<file path="src/rtl/gfx_pkg.sv">
// Shared pixel types and helpers for the sprite mixing path.
// Latency: n/a (types and pure functions only).
// Backpressure: n/a.
package gfx_pkg;

  localparam int RGB_W   = 24;
  localparam int COORD_W = 16;

  typedef struct packed {
    logic [7:0] r;
    logic [7:0] g;
    logic [7:0] b;
  } rgb_t;

  // Split a packed {R,G,B} word into its channels.
  function automatic rgb_t rgb_unpack(input logic [RGB_W-1:0] v);
    rgb_t c;
    c.r = v[23:16];
    c.g = v[15:8];
    c.b = v[7:0];
    return c;
  endfunction

endpackage

</file>
<file path="src/rtl/layer_priority_enc.sv">
// Lowest-index-wins priority encoder over the layer hit vector.
// Latency: 0 cycles (purely combinational).
// Backpressure: none.
// Ports: i_hit (one bit per layer) -> o_vld (any hit), o_idx (winning layer).
module layer_priority_enc #(
  parameter int NUM_LAYERS = 4,
  parameter int IDX_W      = (NUM_LAYERS > 1) ? $clog2(NUM_LAYERS) : 1
) (
  input  logic [NUM_LAYERS-1:0] i_hit,
  output logic                  o_vld,
  output logic [IDX_W-1:0]      o_idx
);

  // Scan from the top index downwards so the lowest set index is the last
  // one written and therefore wins.
  always_comb begin
    o_vld = 1'b0;
    o_idx = '0;
    for (int k = NUM_LAYERS - 1; k >= 0; k--) begin
      if (i_hit[k]) begin
        o_vld = 1'b1;
        o_idx = IDX_W'(k);
      end
    end
  end

endmodule

</file>
<file path="src/rtl/sprite_layer_mixer.sv">
// Merges sprite layers over a background by fixed priority and tracks per-frame player collisions.
// Latency: 2 cycles for RGB/de/x/y; collision results publish 2 cycles after the v_sync rising edge at the input.
// Backpressure: none; one pixel accepted and emitted every cycle.
// Ports: i_de/i_x/i_y/i_v_sync pixel timing, i_bg_rgb background, i_layer_rgb/i_layer_hit per-layer
//        colour and hit; o_red/o_green/o_blue/o_de/o_x/o_y aligned pixel out; o_frame_pulse,
//        o_collision, o_collision_mask, o_collision_count collision results of the previous frame.
module sprite_layer_mixer
  import gfx_pkg::*;
#(
  parameter int NUM_LAYERS   = 4,
  parameter int PLAYER_LAYER = 0,
  parameter int CNT_W        = 8
) (
  input  logic                        i_clk,
  input  logic                        i_rst_n,
  input  logic                        i_de,
  input  logic [COORD_W-1:0]          i_x,
  input  logic [COORD_W-1:0]          i_y,
  input  logic                        i_v_sync,
  input  logic [RGB_W-1:0]            i_bg_rgb,
  input  logic [NUM_LAYERS*RGB_W-1:0] i_layer_rgb,
  input  logic [NUM_LAYERS-1:0]       i_layer_hit,
  output logic [7:0]                  o_red,
  output logic [7:0]                  o_green,
  output logic [7:0]                  o_blue,
  output logic                        o_de,
  output logic [COORD_W-1:0]          o_x,
  output logic [COORD_W-1:0]          o_y,
  output logic                        o_frame_pulse,
  output logic                        o_collision,
  output logic [NUM_LAYERS-1:0]       o_collision_mask,
  output logic [CNT_W-1:0]            o_collision_count
);

  localparam int IDX_W = (NUM_LAYERS > 1) ? $clog2(NUM_LAYERS) : 1;
  localparam logic [NUM_LAYERS-1:0] PLAYER_BIT = NUM_LAYERS'(1) << PLAYER_LAYER;

  // Stage 1 registers
  logic                        r1_de;
  logic [COORD_W-1:0]          r1_x;
  logic [COORD_W-1:0]          r1_y;
  logic                        r1_vs;
  logic [RGB_W-1:0]            r1_bg;
  logic [NUM_LAYERS*RGB_W-1:0] r1_rgb;
  logic [NUM_LAYERS-1:0]       r1_hit;
  logic                        r1_sel_vld;
  logic [IDX_W-1:0]            r1_sel_idx;
  logic                        r_vs_d;

  // Stage 2 / output registers
  rgb_t                        r_rgb;
  logic                        r_de;
  logic [COORD_W-1:0]          r_x;
  logic [COORD_W-1:0]          r_y;
  logic                        r_pulse;
  logic                        r_coll;
  logic [NUM_LAYERS-1:0]       r_mask;
  logic [CNT_W-1:0]            r_count;
  logic [NUM_LAYERS-1:0]       r_acc;

  logic                        w_enc_vld;
  logic [IDX_W-1:0]            w_enc_idx;
  rgb_t                        w_mix;
  logic [NUM_LAYERS-1:0]       w_others;
  logic [NUM_LAYERS-1:0]       w_contrib;
  logic [NUM_LAYERS-1:0]       w_frame_mask;
  logic                        w_vs_rise;

  layer_priority_enc #(
    .NUM_LAYERS (NUM_LAYERS),
    .IDX_W      (IDX_W)
  ) u_enc (
    .i_hit (i_layer_hit),
    .o_vld (w_enc_vld),
    .o_idx (w_enc_idx)
  );

  always_ff @(posedge i_clk or negedge i_rst_n) begin
    if (!i_rst_n) begin
      r1_de      <= 1'b0;
      r1_x       <= '0;
      r1_y       <= '0;
      r1_vs      <= 1'b0;
      r1_bg      <= '0;
      r1_rgb     <= '0;
      r1_hit     <= '0;
      r1_sel_vld <= 1'b0;
      r1_sel_idx <= '0;
      r_vs_d     <= 1'b0;
    end else begin
      r1_de      <= i_de;
      r1_x       <= i_x;
      r1_y       <= i_y;
      r1_vs      <= i_v_sync;
      r1_bg      <= i_bg_rgb;
      r1_rgb     <= i_layer_rgb;
      r1_hit     <= i_layer_hit;
      r1_sel_vld <= w_enc_vld;
      r1_sel_idx <= w_enc_idx;
      r_vs_d     <= r1_vs;
    end
  end

  // Only the registered winner's slice is read, so colour bits of layers
  // that were not hit can never reach the outputs.
  always_comb begin
    w_mix = '0;
    if (r1_de) begin
      if (r1_sel_vld) begin
        w_mix = rgb_unpack(r1_rgb[r1_sel_idx*RGB_W +: RGB_W]);
      end else begin
        w_mix = rgb_unpack(r1_bg);
      end
    end
  end

  // A pixel collides only when the player and at least one other layer are
  // both opaque during active video; the player bit itself never enters the mask.
  assign w_others     = r1_hit & ~PLAYER_BIT;
  assign w_contrib    = (r1_de && r1_hit[PLAYER_LAYER] && (|w_others)) ? w_others : '0;
  assign w_frame_mask = r_acc | w_contrib;
  assign w_vs_rise    = r1_vs & ~r_vs_d;

  always_ff @(posedge i_clk or negedge i_rst_n) begin
    if (!i_rst_n) begin
      r_rgb   <= '0;
      r_de    <= 1'b0;
      r_x     <= '0;
      r_y     <= '0;
      r_pulse <= 1'b0;
      r_coll  <= 1'b0;
      r_mask  <= '0;
      r_count <= '0;
      r_acc   <= '0;
    end else begin
      r_rgb   <= w_mix;
      r_de    <= r1_de;
      r_x     <= r1_x;
      r_y     <= r1_y;
      r_pulse <= w_vs_rise;
      if (w_vs_rise) begin
        r_mask <= w_frame_mask;
        r_coll <= |w_frame_mask;
        if ((|w_frame_mask) && (r_count != '1)) begin
          r_count <= r_count + CNT_W'(1);
        end
        r_acc <= '0;
      end else begin
        r_acc <= w_frame_mask;
      end
    end
  end

  assign o_red             = r_rgb.r;
  assign o_green           = r_rgb.g;
  assign o_blue            = r_rgb.b;
  assign o_de              = r_de;
  assign o_x               = r_x;
  assign o_y               = r_y;
  assign o_frame_pulse     = r_pulse;
  assign o_collision       = r_coll;
  assign o_collision_mask  = r_mask;
  assign o_collision_count = r_count;

endmodule
</file>
<file path="config.mk">
export PLATFORM = sky130hd
export DESIGN_NAME = sprite_layer_mixer
export DESIGN_NICKNAME = d
export VERILOG_FILES = /design/src/rtl/gfx_pkg.sv /design/src/rtl/layer_priority_enc.sv /design/src/rtl/sprite_layer_mixer.sv
export SDC_FILE = /design/constraint.sdc
export NUM_CORES = 1
export LEC_CHECK = 0
export ABC_CLOCK_PERIOD_IN_PS = 1690
export CORE_MARGIN = 4
export CORE_UTILIZATION = 35
export CTS_BUF_LIST = sky130_fd_sc_hd__clkbuf_8
export DETAILED_ROUTE_END_ITERATION = 12
export GPL_TIMING_DRIVEN = 1
export PLACE_DENSITY_LB_ADDON = 0.25
export SYNTH_ARGS = -nofsm -noshare
export SYNTH_HDL_FRONTEND = slang
export SYNTH_HIERARCHICAL = 1
export SYNTH_SLANG_ARGS = --single-unit
</file>
<file path="constraint.sdc">
create_clock -name i_clk -period 1.69 [get_ports i_clk]
set_input_delay 0.169 -clock i_clk [delete_from_list [all_inputs] [get_ports i_clk]]
set_output_delay 0.169 -clock i_clk [all_outputs]
set_load 0.05 [all_outputs]
</file>
# Word-level counts from Yosys, hierarchy flattened
# Index checks and enable logic that the tools add are counted.
# classes
n_addsub,1
n_mul,1
n_eq_ne,1
shift,1
n_mux,12
n_bitwise,3
n_reduce_logical,6
# op_table
cell,count
96-bit by 8-bit variable part select with 24-bit output,1
24-bit 2-to-1 mux,2
"8-bit by 1-bit adder with 8-bit output, second input constant",1
2-bit 2-to-1 mux,4
4-bit 2-to-1 mux,2
"8-bit != test, second input constant",1
"2-bit by 2-bit multiplier with 4-bit output, second input constant",1
1-bit 2-to-1 mux,4
4-bit bitwise OR,1
4-bit OR reduction,1
1-bit logical AND,3
3-bit OR reduction,1
2-bit AND reduction,1
1-bit AND,1
1-bit NOT,1
# totals
reg_bits,237
in_bits,160
out_inout_bits,71

# Longest topological paths before layout
# Gate-level depths: netlist (run 1).
# depth
ltp_word,7
depth_mapped,5

# By module
# The synthesis (run 1) kept the hierarchy.
# by_module_without_submodules
mod,instances,cells_per_inst,area_each_um2,seq_area_each_um2
sprite_layer_mixer,1,364,7189.4,5880.6
layer_priority_enc,1,7,35.0,0.0

# Least setup slack after synthesis (run 1)
# OpenSTA, ideal clock, no wires.
# synth_timing
path_kind,reg-to-reg
from,register r_count[0] (netlist: o_collision_count[0])
to,register r_count[1] (netlist: o_collision_count[1])
setup_time_ps,128
arrival_time_ps,1717
required_time_ps,1562
path_slack_ps,-155
path_stages_with_launch,6
period_less_slack_ps,1845
path_cell_list,dfrtp_1 -> ha_1 -> and3_1 -> nand3_1 -> nand2_1 -> mux2_1
# synth_between
elab_chain_cells,3
# synth_rtl
item,line,rtl
from (decl),sprite_layer_mixer.sv:58,logic [CNT_W-1:0] r_count;
from (signal assigned),sprite_layer_mixer.sv:145,r_count <= r_count + CNT_W'(1);
"parallel branches: the longest is 3 deep, another holds 8-bit by 1-bit adder with 8-bit output",n/a,
# Several ways; the timed one is not identified.
# A chain may end at the register's enable or synchronous reset.

# Final worst setup path (run 1)
# layout_timing
from,register r_mask[3] (netlist: o_collision_mask[3])
to,output port o_collision_mask[3]
# layout_lines
item,line,rtl
from (decl),sprite_layer_mixer.sv:57,logic [NUM_LAYERS-1:0] r_mask;
from (signal assigned),sprite_layer_mixer.sv:142,r_mask <= w_frame_mask;
to (decl),sprite_layer_mixer.sv:31,"output logic [NUM_LAYERS-1:0] o_collision_mask,"
# No word-level cell between the ends.

==> impl_results.md, run 1 <==
* Flops & latches, synth at 235
* Sequential share of the synthesized area at 81.4%
* Root Driver: clkbuf_8
* CP bufs+invs at 1
* Max-slew violations at 0
* I/O pin count at 231
* Worst reg2reg setup slack at around 150 ps
* Setup Skew at 23.3 ps
* Total gr overflow at 0
* First drt pass iteration count at 4
* Mean post-synth cell area at around 20 um^2
* Register area at between 5000 and 6000 um^2
* Worst skew pair latency at 530 ps
* Die ar. at ~23000 um^2
* Cells after Synth at 371
* Port Buffers at between 200 and 250
* FF-to-FF End: o_collision_count[1]$_DFFE_PN0P_
* Netlist cell types at 32
* Gp weighted congestion at 0.731
* Clock Tree Buf Depth at 3
* Final wirelength at roughly 16 mm
* CTS tree: done
* Hold-critical path endpoint: r1_rgb[53]$_DFF_PN0_
* Startpoint types: flop
* Row cnt at 52
* Via count at ~4000
* Maxcap violations at 0
* P&R area growth vs syn at 47.6%
* Pin count of the biggest net entering global routing at between 60 and 70
* Final Net Count at 806
* Critical-path cell list: dlygate4sd2_1
* Setup Crit Path Kind: reg2out
* Die Ht at 152 um
* Layout fillers at 1707
* Post-synth ARST share at 100%
* Final core utilization at 52.5%
* Min-delay worst type: in2reg
* Slowest CP cell: dlygate4sd2_1
* Placed Cells incl. Taps at 871
* H-tree levels at 2
* Crit end category: output pin
* Vias in the first global route at between 4000 and 5000
* 1st-iter DRT viols at 77
* Status: complete, no violations
* CP max stage delay at about 540 ps
* CP arrival at 1420 ps
* FMAX at 0.630 GHz
* Yosys warnings at 6
* HP Start: i_layer_rgb[53]
* # setup viols final at 0
* Post-CTS setup buffer count at 0
* # diodes at 0
* Core area at 20300 um^2
* Reg-to-Reg Start: o_collision_count[0]$_DFFE_PN0P_
* Ys flop type: dfrtp_1
* Initial Util at 35.6%
* Max VDD drop at 940 uV
* Top Family by Delay on Critical Path: buffers and inverters
* Clk slew on worst S/H paths at 60 ps
* Worst-case reg-to-reg path depth at 5
* Footprint of the multi-input gates at 1250 um^2
* RSZ-0062 raised after global routing: false
* Post-DR wirelength/cell at 17.2 um
* Fin Setup TNS at 0 ps
* Vias/cell at 4.32
* Slew margin rel. at 63.3%
* First-pass GRT wire length at 24.7 mm
* Worst-margin pin slew at 553 ps
* Hold Vio Cnt, Final at 0
* Max FO, Critical Path at 2
* Final min period at around 1600 ps
* Mapped cell area at 7220 um^2
* DPL Wire Length at 11.5 mm
* Worst Path Required at 1520 ps
* Die W at 152 um
* Hold path depth at 1
* Antenna violations before repair at 0
* Non-filler cells in the finished layout at roughly 950
* Syn_nets at about 530
* Final period util at 94.0%
* Power per Cell Area at ~1200 nW/um^2
* CTS sink count at 235
* Total CTS buffers at 41
* Post-route DRC at 0
* Static Leak at between 4 and 5 nW
* Antenna-violating nets left at 0
* Share of cells above drive strength 1 at 19.9%
* Number of synthesized flops with an enable pin at 0
* All-Layer GR Usage at between 10 and 15%
[state kept, by name, summed over array words and instances (netlist names), 2 cells and up]
signal,cells
r1_rgb,96
r1_bg,24
o_x,16
o_y,16
r1_x,16
r1_y,16
o_blue,8
o_collision_count,8
o_green,8
o_red,8
r1_hit,4
o_collision_mask,3
r_acc,3
r1_sel_idx,2
[cells by family (layout without fill, tap and decap cells)]
kind of cell    after synthesis  in the layout  share of synthesized area (%)
compound gates               11             11                           1.32
other cells                   1              1                         0.0519
xor+xnor                      5              5                          0.606
buf+inv                      16            320                           1.25
simple gates                 52             52                           4.09
fa+ha+maj                     1              1                          0.173
flops                       235            235                           81.4
mux                          50             50                           11.1
[layout make-up]
| cell class | count | share of cell area (%) |
|---|---|---|
| Tap cell | 270 | 3.17 |
| Clock buffer | 49 | 6.32 |
| Multi-Input combinational cell | 120 | 11.8 |
| Timing Repair Buffer | 245 | 22.2 |
| Inverter | 2 | 0.0704 |
| Sequential cell | 235 | 55.2 |
| Clock inverter | 24 | 1.27 |
[metrics by stage]
stage,worst slack (ps),cell area (um^2),total power (W),hold slack [ps]
3_3_place_gp,211,9890,0.00808,108
2_1_floorplan,10.2,7230,0.00716,-127
6_report,102,10700,0.0129,78.2
5_1_grt,42.0,10700,0.0136,33.9
4_1_cts,65.8,10700,0.0132,36.1
3_5_place_dp,161,9890,0.00813,115
[cell usage in the layout, fill, tap and decap left out, drive strengths merged, types with 2 or more instances in the layout]
| cell type | instances |
|---|---|
| xnor2 | 5 |
| nand4 | 2 |
| clkbuf | 49 |
| a21oi | 2 |
| nand3 | 4 |
| and3 | 3 |
| mux2i | 24 |
| o21ai | 3 |
| nand2 | 5 |
| clkinvlp | 2 |
| mux4 | 24 |
| a31oi | 4 |
| nand2b | 3 |
| clkdlybuf4s50 | 158 |
| nor2 | 7 |
| nor2b | 24 |
| clkinv | 3 |
| inv | 20 |
| buf | 46 |
| dlygate4sd2 | 40 |
| dfrtp | 235 |
| mux2 | 2 |
[metal layers]
metal	global-route usage [%]	vias to the layer above	wire length [um]
li1	-	1814	-
met5	0	-	0
met2	23.5	186	7960
met4	5.75	0	487
met1	16.2	2046	6040
met3	6.42	41	1740
[how the worst max path moves through the flow]
| stage | depth (start not counted) | from | slack, ps | end |
|---|---|---|---|---|
| floorplan | 4 | o_collision_count[2]$_DFFE_PN0P_ | 10 | o_collision_count[1]$_DFFE_PN0P_ |
| global placement | 5 | o_collision_count[0]$_DFFE_PN0P_ | 210 | o_collision_count[1]$_DFFE_PN0P_ |
| detailed placement | 5 | o_collision_count[0]$_DFFE_PN0P_ | 160 | o_collision_count[1]$_DFFE_PN0P_ |
| CTS | 1 | o_collision_mask[3]$_DFFE_PN0P_ | 70 | o_collision_mask[3] |
| global route | 1 | o_collision_mask[3]$_DFFE_PN0P_ | 40 | o_collision_mask[3] |
| finish | 1 | o_collision_mask[3]$_DFFE_PN0P_ | 100 | o_collision_mask[3] |
[where the power goes]
part	internal, W	switching, W
clock	0.00279	0.00217
sequential	0.00600	0.000186
combinational	0.000767	0.000998
[cells in the mapped netlist, types with 2 or more instances]
| library cell | count | area share (%) |
|---|---|---|
| mux2_1 | 2 | 0.31 |
| nor2b_1 | 24 | 2.1 |
| buf_4 | 2 | 0.21 |
| xnor2_1 | 5 | 0.61 |
| dfrtp_1 | 235 | 81 |
| mux4_2 | 24 | 7.5 |
| nand3_1 | 4 | 0.28 |
| o21ai_0 | 3 | 0.21 |
| nor2_1 | 7 | 0.36 |
| nand4_1 | 2 | 0.17 |
| and3_1 | 3 | 0.26 |
| a31oi_1 | 2 | 0.17 |
| nand2b_1 | 3 | 0.26 |
| buf_6 | 2 | 0.31 |
| buf_2 | 6 | 0.42 |
| clkbuf_1 | 3 | 0.16 |
| inv_1 | 2 | 0.10 |
| mux2i_1 | 24 | 3.3 |
| nand2_1 | 5 | 0.26 |
[what timing repair did]
item                                    in CTS  in global routing
resized for setup                           40                  0
hold buffers                                 1                  0
endpoints found under the setup margin      40                  0
endpoints found under the hold margin      211                  0
(Power assumes the default switching activity.)
==> inputs of run 2 (changes only) <==
--- a/config.mk
+++ b/config.mk
@@ -11,6 +11,7 @@
 export CTS_BUF_LIST = sky130_fd_sc_hd__clkbuf_8
 export DETAILED_ROUTE_END_ITERATION = 12
 export GPL_TIMING_DRIVEN = 1
+export MAX_ROUTING_LAYER = met4
 export PLACE_DENSITY_LB_ADDON = 0.25
 export SYNTH_ARGS = -nofsm -noshare
 export SYNTH_HDL_FRONTEND = slang
==> impl_results.md, run 2 (synthesis gave the netlist of run 1 again) <==
* Status: complete, no violations (unchanged)
* H-tree levels at 2 (unchanged)
* CTS sink count at 235 (unchanged)
* Antenna violations before repair at 0 (unchanged)
* Hold path depth at 1 (unchanged)
* CP bufs+invs at 1 (unchanged)
* Root Driver: clkbuf_8 (unchanged)
* DPL Wire Length at 11.5 mm (unchanged)
* Worst skew pair latency at 530 ps (about the same)
* Worst-case reg-to-reg path depth at 5 (unchanged)
* All-Layer GR Usage at 14.7% (was 14.2%)
* Post-DR wirelength/cell at 17.1 um (was 17.2 um)
* Maxcap violations at 0 (unchanged)
* Worst-margin pin slew at 539 ps (was 553 ps)
* Min-delay worst type: in2reg (unchanged)
* Logic pwr share at 13.7% (about the same)
* Final period util at 93.9% (was 94.0%)
* Biggest register: r1_rgb (unchanged)
* Total gr overflow at 0 (unchanged)
* Worst reg2reg setup slack at 150 ps (about the same)
* Placed Cells incl. Taps at 871 (unchanged)
* CP arrival at 1420 ps (about the same)
* # diodes at 0 (unchanged)
* RSZ-0062 raised after global routing: false (unchanged)
* Clock power frac at 38.4% (about the same)
* Power per Cell Area at 1210 nW/um^2 (about the same)
* Commonest non-fill, non-tap cell in the layout: dfrtp_1 (unchanged)
* First drt pass iteration count at 4 (unchanged)
* Slowest CP cell: dlygate4sd2_1 (unchanged)
* Max VDD drop at 941 uV (was 940 uV)
* Antenna-violating nets left at 0 (unchanged)
* Layout fillers at 1707 (unchanged)
* Hold Vio Cnt, Final at 0 (unchanged)
* Initial Util at 35.6% (unchanged)
* Share of cells above drive strength 1 at 19.9% (unchanged)
* Setup Crit Path Kind: reg2out (unchanged)
* P&R area growth vs syn at 47.6% (unchanged)
* I/O pin count at 231 (unchanged)
* Row cnt at 52 (unchanged)
* First-pass GRT wire length at 24.6 mm (was 24.7 mm)
* Flop pwr share at 47.9% (about the same)
* Final wirelength at 16.2 mm (about the same)
* Static Leak at 4.92 nW (unchanged)
* HP Start: i_layer_rgb[53] (unchanged)
* Post-route DRC at 0 (unchanged)
* DP Area at 9890 um^2 (unchanged)
* CTS tree: done (unchanged)
* Gp weighted congestion at 0.740 (was 0.731)
* Via count at 4096 (was 4087)
* Hold-critical path endpoint: r1_rgb[53]$_DFF_PN0_ (unchanged)
* FMAX at 0.630 GHz (about the same)
* Hold_ws at 75.2 ps (was 78.2 ps)
* Pint at 0.00955 W (unchanged)
* Net Switching at 0.00336 W (about the same)
* Largest regs: r1_rgb x96, r1_bg x24 (unchanged)
* Clk slew on worst S/H paths at 60 ps (about the same)
* Sw Share at 26.0% (about the same)
* Vias/cell at 4.33 (was 4.32)
* Slew margin rel. at 64.2% (was 63.3%)
* Reg-to-Reg Start: o_collision_count[0]$_DFFE_PN0P_ (unchanged)
* Startpoint types: flop (unchanged)
* Crit end category: output pin (unchanged)
* Max FO, Critical Path at 2 (unchanged)
* Port Buffers at 229 (unchanged)
* Post-CTS setup buffer count at 0 (unchanged)
* Top Family by Delay on Critical Path: buffers and inverters (unchanged)
* Non-filler cells in the finished layout at 945 (unchanged)
* Fin Setup TNS at 0 ps (unchanged)
* Max-slew violations at 0 (unchanged)
* Max FFs per register at 96 (unchanged)
* Core area at 20300 um^2 (unchanged)
* Die ar. at 23000 um^2 (unchanged)
* Pin count of the biggest net entering global routing at 61 (unchanged)
* Final Net Count at 806 (unchanged)
* Finished Cell Area at 10700 um^2 (unchanged)
* Die W at 152 um (unchanged)
* Final min period at 1590 ps (about the same)
* CP max stage delay at 540 ps (about the same)
* FF-to-FF End: o_collision_count[1]$_DFFE_PN0P_ (unchanged)
* 1st-iter DRT viols at 79 (was 77)
* Critical-path cell list: dlygate4sd2_1 (unchanged)
* Most frequent cells in the layout: dfrtp_1 (231), clkdlybuf4s50_1 (158), clkbuf_8 (49), dlygate4sd2_1 (40), buf_4 (39) (unchanged)
* # setup viols final at 0 (unchanged)
* Vias in the first global route at 4741 (was 4717)
* Total CTS buffers at 41 (unchanged)
* Worst Path Required at 1520 ps (about the same)
* Setup Skew at 26.1 ps (was 23.3 ps)
* Die Ht at 152 um (unchanged)
* Clock Tree Buf Depth at 3 (unchanged)
[run 2: cell counts in the layout (fill, tap and decap cells not counted)]
Identical to the previous run, type by type.
[run 2: worst max-delay path by stage]
stage | start | endpoint | slack [ps] | cells past startpoint
after detailed placement | o_collision_count[0]$_DFFE_PN0P_ | o_collision_count[1]$_DFFE_PN0P_ | 160 | 5
after global placement | o_collision_count[0]$_DFFE_PN0P_ | o_collision_count[1]$_DFFE_PN0P_ | 210 | 5
after CTS | o_collision_mask[3]$_DFFE_PN0P_ | o_collision_mask[3] | 70 | 1
final | o_collision_mask[3]$_DFFE_PN0P_ | o_collision_mask[3] | 100 | 1
after floorplan | o_collision_count[2]$_DFFE_PN0P_ | o_collision_count[1]$_DFFE_PN0P_ | 10 | 4
after global routing | o_collision_mask[3]$_DFFE_PN0P_ | o_collision_mask[3] | 40 | 1
[run 2: repair_timing]
| item | CTS | global route |
|---|---|---|
| gates resized for setup | 40 | 0 |
| hold endpoints to repair | 211 | 0 |
| setup endpoints to repair | 40 | 0 |
| hold buffers | 1 | 0 |
[run 2: routing by layer]
| metal | track usage, % | up-vias | routed length [um] |
|---|---|---|---|
| li1 | - | 1814 | - |
| met1 | 16.1 | 2051 | 5940 |
| met2 | 23.6 | 189 | 8010 |
| met3 | 6.51 | 42 | 1770 |
| met4 | 5.75 | 0 | 487 |
| met5 | - | - | 0 |
[run 2: cell type report]
| type | count | area, um^2 | share of cell area (%) |
|---|---|---|---|
| multi-input combinational | 120 | 1250 | 11.8 |
| sequential | 235 | 5890 | 55.2 |
| timing repair buffer | 245 | 2370 | 22.2 |
| inverter | 2 | 7.51 | 0.0704 |
| clock buffer | 49 | 674 | 6.32 |
| tap | 270 | 338 | 3.17 |
| clock inverter | 24 | 135 | 1.27 |
[run 2: metrics by stage]
step	power (W)	utilization (%)	worst slack, ps
floorplan	0.00716	-	10.2
global placement	0.00808	48.7	211
detailed placement	0.00813	48.7	161
CTS	0.0132	52.5	65.8
global route	0.0136	52.5	42.0
finish	0.0129	52.5	102
[run 2: power groups by stage]
stage          sequential, W  clock (W)  combinational (W)
2_1_floorplan        0.00680          0           0.000356
3_3_place_gp         0.00626          0            0.00182
3_5_place_dp         0.00629          0            0.00184
4_1_cts              0.00619    0.00516            0.00180
5_1_grt              0.00622    0.00545            0.00189
6_report             0.00619    0.00496            0.00176
==> inputs of run 3 (changes only) <==
--- a/config.mk
+++ b/config.mk
@@ -6,11 +6,14 @@
 export NUM_CORES = 1
 export LEC_CHECK = 0
 export ABC_CLOCK_PERIOD_IN_PS = 1690
+export CELL_PAD_IN_SITES_DETAIL_PLACEMENT = 1
+export CELL_PAD_IN_SITES_GLOBAL_PLACEMENT = 1
 export CORE_MARGIN = 4
-export CORE_UTILIZATION = 35
+export CORE_UTILIZATION = 39
 export CTS_BUF_LIST = sky130_fd_sc_hd__clkbuf_8
 export DETAILED_ROUTE_END_ITERATION = 12
 export GPL_TIMING_DRIVEN = 1
+export HOLD_SLACK_MARGIN = 0.03
 export MAX_ROUTING_LAYER = met4
 export PLACE_DENSITY_LB_ADDON = 0.25
 export SYNTH_ARGS = -nofsm -noshare
==> impl_results.md, run 3 (synthesis gave the netlist of run 1 again) <==
* CP bufs+invs at 1 (unchanged)
* CP max stage delay at 540 ps (about the same)
* Die W at 144 um (was 152 um)
* Max VDD drop at 907 uV (was 941 uV)
* Max FO, Critical Path at 2 (unchanged)
* Status: complete, no violations (unchanged)
* Final min period at 1590 ps (about the same)
* First-pass GRT wire length at 27.9 mm (was 24.6 mm)
* Share of cells above drive strength 1 at 19.9% (about the same)
* Antenna-violating nets left at 0 (unchanged)
* CTS sink count at 235 (unchanged)
* Total CTS buffers at 40 (was 41)
* FMAX at 0.628 GHz (was 0.630 GHz)
* Slowest CP cell: dlygate4sd2_1 (unchanged)
* GR peak layer: met2 (unchanged)
* Gp weighted congestion at 0.775 (was 0.740)
* Power per Cell Area at 1210 nW/um^2 (about the same)
* Post-DR wirelength/cell at 20.0 um (was 17.1 um)
* Die Ht at 144 um (was 152 um)
* Initial Util at 39.9% (was 35.6%)
* Slew margin rel. at 64.4% (was 64.2%)
* Max-slew violations at 0 (unchanged)
* Worst-margin pin slew at 534 ps (was 539 ps)
* Maxcap violations at 0 (unchanged)
* I/O pin count at 231 (unchanged)
* Via count at 4119 (was 4096)
* P&R area growth vs syn at 46.4% (was 47.6%)
* Setup Crit Path Kind: reg2out (unchanged)
* Top Family by Delay on Critical Path: buffers and inverters (unchanged)
* First drt pass iteration count at 4 (unchanged)
* Core area at 18100 um^2 (was 20300 um^2)
* Fin Setup TNS at 0 ps (unchanged)
* Met2 Track Usage GR at 29.7% (was 23.6%)
* CP arrival at 1420 ps (about the same)
* Final Power at 0.0128 W (was 0.0129 W)
* Setup Skew at 17.3 ps (was 26.1 ps)
* Final core utilization at 58.5% (was 52.5%)
* Max FFs per register at 96 (unchanged)
* 1st-iter DRT viols at 133 (was 79)
* Die ar. at 20800 um^2 (was 23000 um^2)
* Pre-CTS setup slack at 150 ps (was 161 ps)
* Final period util at 94.2% (was 93.9%)
* Root Driver: clkbuf_8 (unchanged)
* Crit end category: output pin (unchanged)
* Total gr overflow at 0 (unchanged)
* Most frequent cells in the layout: dfrtp_1 (231), clkdlybuf4s50_1 (158), clkbuf_8 (50), buf_4 (42), dlygate4sd2_1 (38) (was dfrtp_1 (231), clkdlybuf4s50_1 (158), clkbuf_8 (49), dlygate4sd2_1 (40), buf_4 (39))
* H-tree levels at 2 (unchanged)
* Largest regs: r1_rgb x96, r1_bg x24 (unchanged)
* # diodes at 0 (unchanged)
* Worst Path Required at 1520 ps (about the same)
* Clock Tree Buf Depth at 3 (unchanged)
* DPL Wire Length at 12.8 mm (was 11.5 mm)
* GR Layer Usage met3 at 7.54% (was 6.51%)
* All-Layer GR Usage at 18.4% (was 14.7%)
* Min-delay worst type: in2reg (unchanged)
* Commonest non-fill, non-tap cell in the layout: dfrtp_1 (unchanged)
* Hold Vio Cnt, Final at 0 (unchanged)
* RSZ-0062 raised after global routing: false (unchanged)
* Antenna violations before repair at 0 (unchanged)
* Startpoint types: flop (unchanged)
* Final worst slack at 98.3 ps (was 102 ps)
* Pin count of the biggest net entering global routing at 65 (was 61)
* Vias in the first global route at 5123 (was 4741)
* Static Leak at 4.90 nW (was 4.92 nW)
* Post-route DRC at 0 (unchanged)
* Final Net Count at 806 (unchanged)
* Port Buffers at 229 (unchanged)
* # setup viols final at 0 (unchanged)
* Vias/cell at 4.57 (was 4.33)
* Clk slew on worst S/H paths at 60 ps (about the same)
* Met1 Resource Use GR at 20.8% (was 16.1%)
* Biggest register: r1_rgb (unchanged)
* Row cnt at 49 (was 52)
* CTS tree: done (unchanged)
* Final wirelength at 18.0 mm (was 16.2 mm)
* Critical-path cell list: dlygate4sd2_1 (unchanged)
* Worst skew pair latency at 520 ps (was 530 ps)
run 3: cell types whose count changed in the layout (fill, tap and decap cells not counted), sizes merged:
cell         previous run  this run
buf                    46        49
inv                    20        19
clkbuf                 49        50
bufinv                  1         0
clkinv                  3         1
dlygate4sd2            40        38
run 3: per-layer routing:
metal  vias up  part of all wire, %
met5         -                    0
met4         0                  2.2
met3        33                   10
met2       180                   50
met1      2101                   37
li1       1805                    -
run 3: power by group:
part	internal (W)	switching, W	total (W)
clock network	0.00265	0.00215	0.00480
logic	0.000771	0.00102	0.00180
registers	0.00600	0.000188	0.00619
total	0.00942	0.00336	0.0128
run 3: path summary, 6_finish.rpt:
path	startpoint	to	slack (ps)	cells after the start
worst max-delay path	o_collision_mask[2]$_DFFE_PN0P_	o_collision_mask[2]	100	1
worst min-delay path	i_layer_rgb[69]	r1_rgb[69]$_DFF_PN0_	80	1
worst max register to register	o_collision_count[0]$_DFFE_PN0P_	o_collision_count[1]$_DFFE_PN0P_	140	5
worst min register to register	r1_y[12]$_DFF_PN0_	o_y[12]$_DFF_PN0_	340	0
max in group asynchronous	i_rst_n	o_x[12]$_DFF_PN0_	840	3
min in group asynchronous	i_rst_n	o_collision_count[3]$_DFFE_PN0P_	190	2
run 3: what timing repair did:
| action | in CTS | in global routing |
|---|---|---|
| endpoints found under the hold margin | 166 | 0 |
| buffers inserted | 0 | 0 |
| setup endpoints to repair | 38 | 0 |
| hold buffers | 1 | 0 |
| gates resized for setup | 38 | 0 |
run 3: per-stage QoR:
stage                     cell area [um^2]  std cells  hold slack (ps)
final                                10600        902             82.8
after global routing                 10600        902             53.7
after CTS                            10600        902             45.0
after detailed placement              9850        831              161
after global placement                9850        831              150
after floorplan                       7230        371             -127
run 3: cell type report:
class / instances / area [um^2]
clock buffers: 50 / 688
clock inverters: 20 / 83.8
fillers: 1680 / 7510
inverters: 2 / 7.51
multi-input cells: 120 / 1250
flip-flops and latches: 235 / 5890
well taps: 229 / 287
repair buffers: 246 / 2370
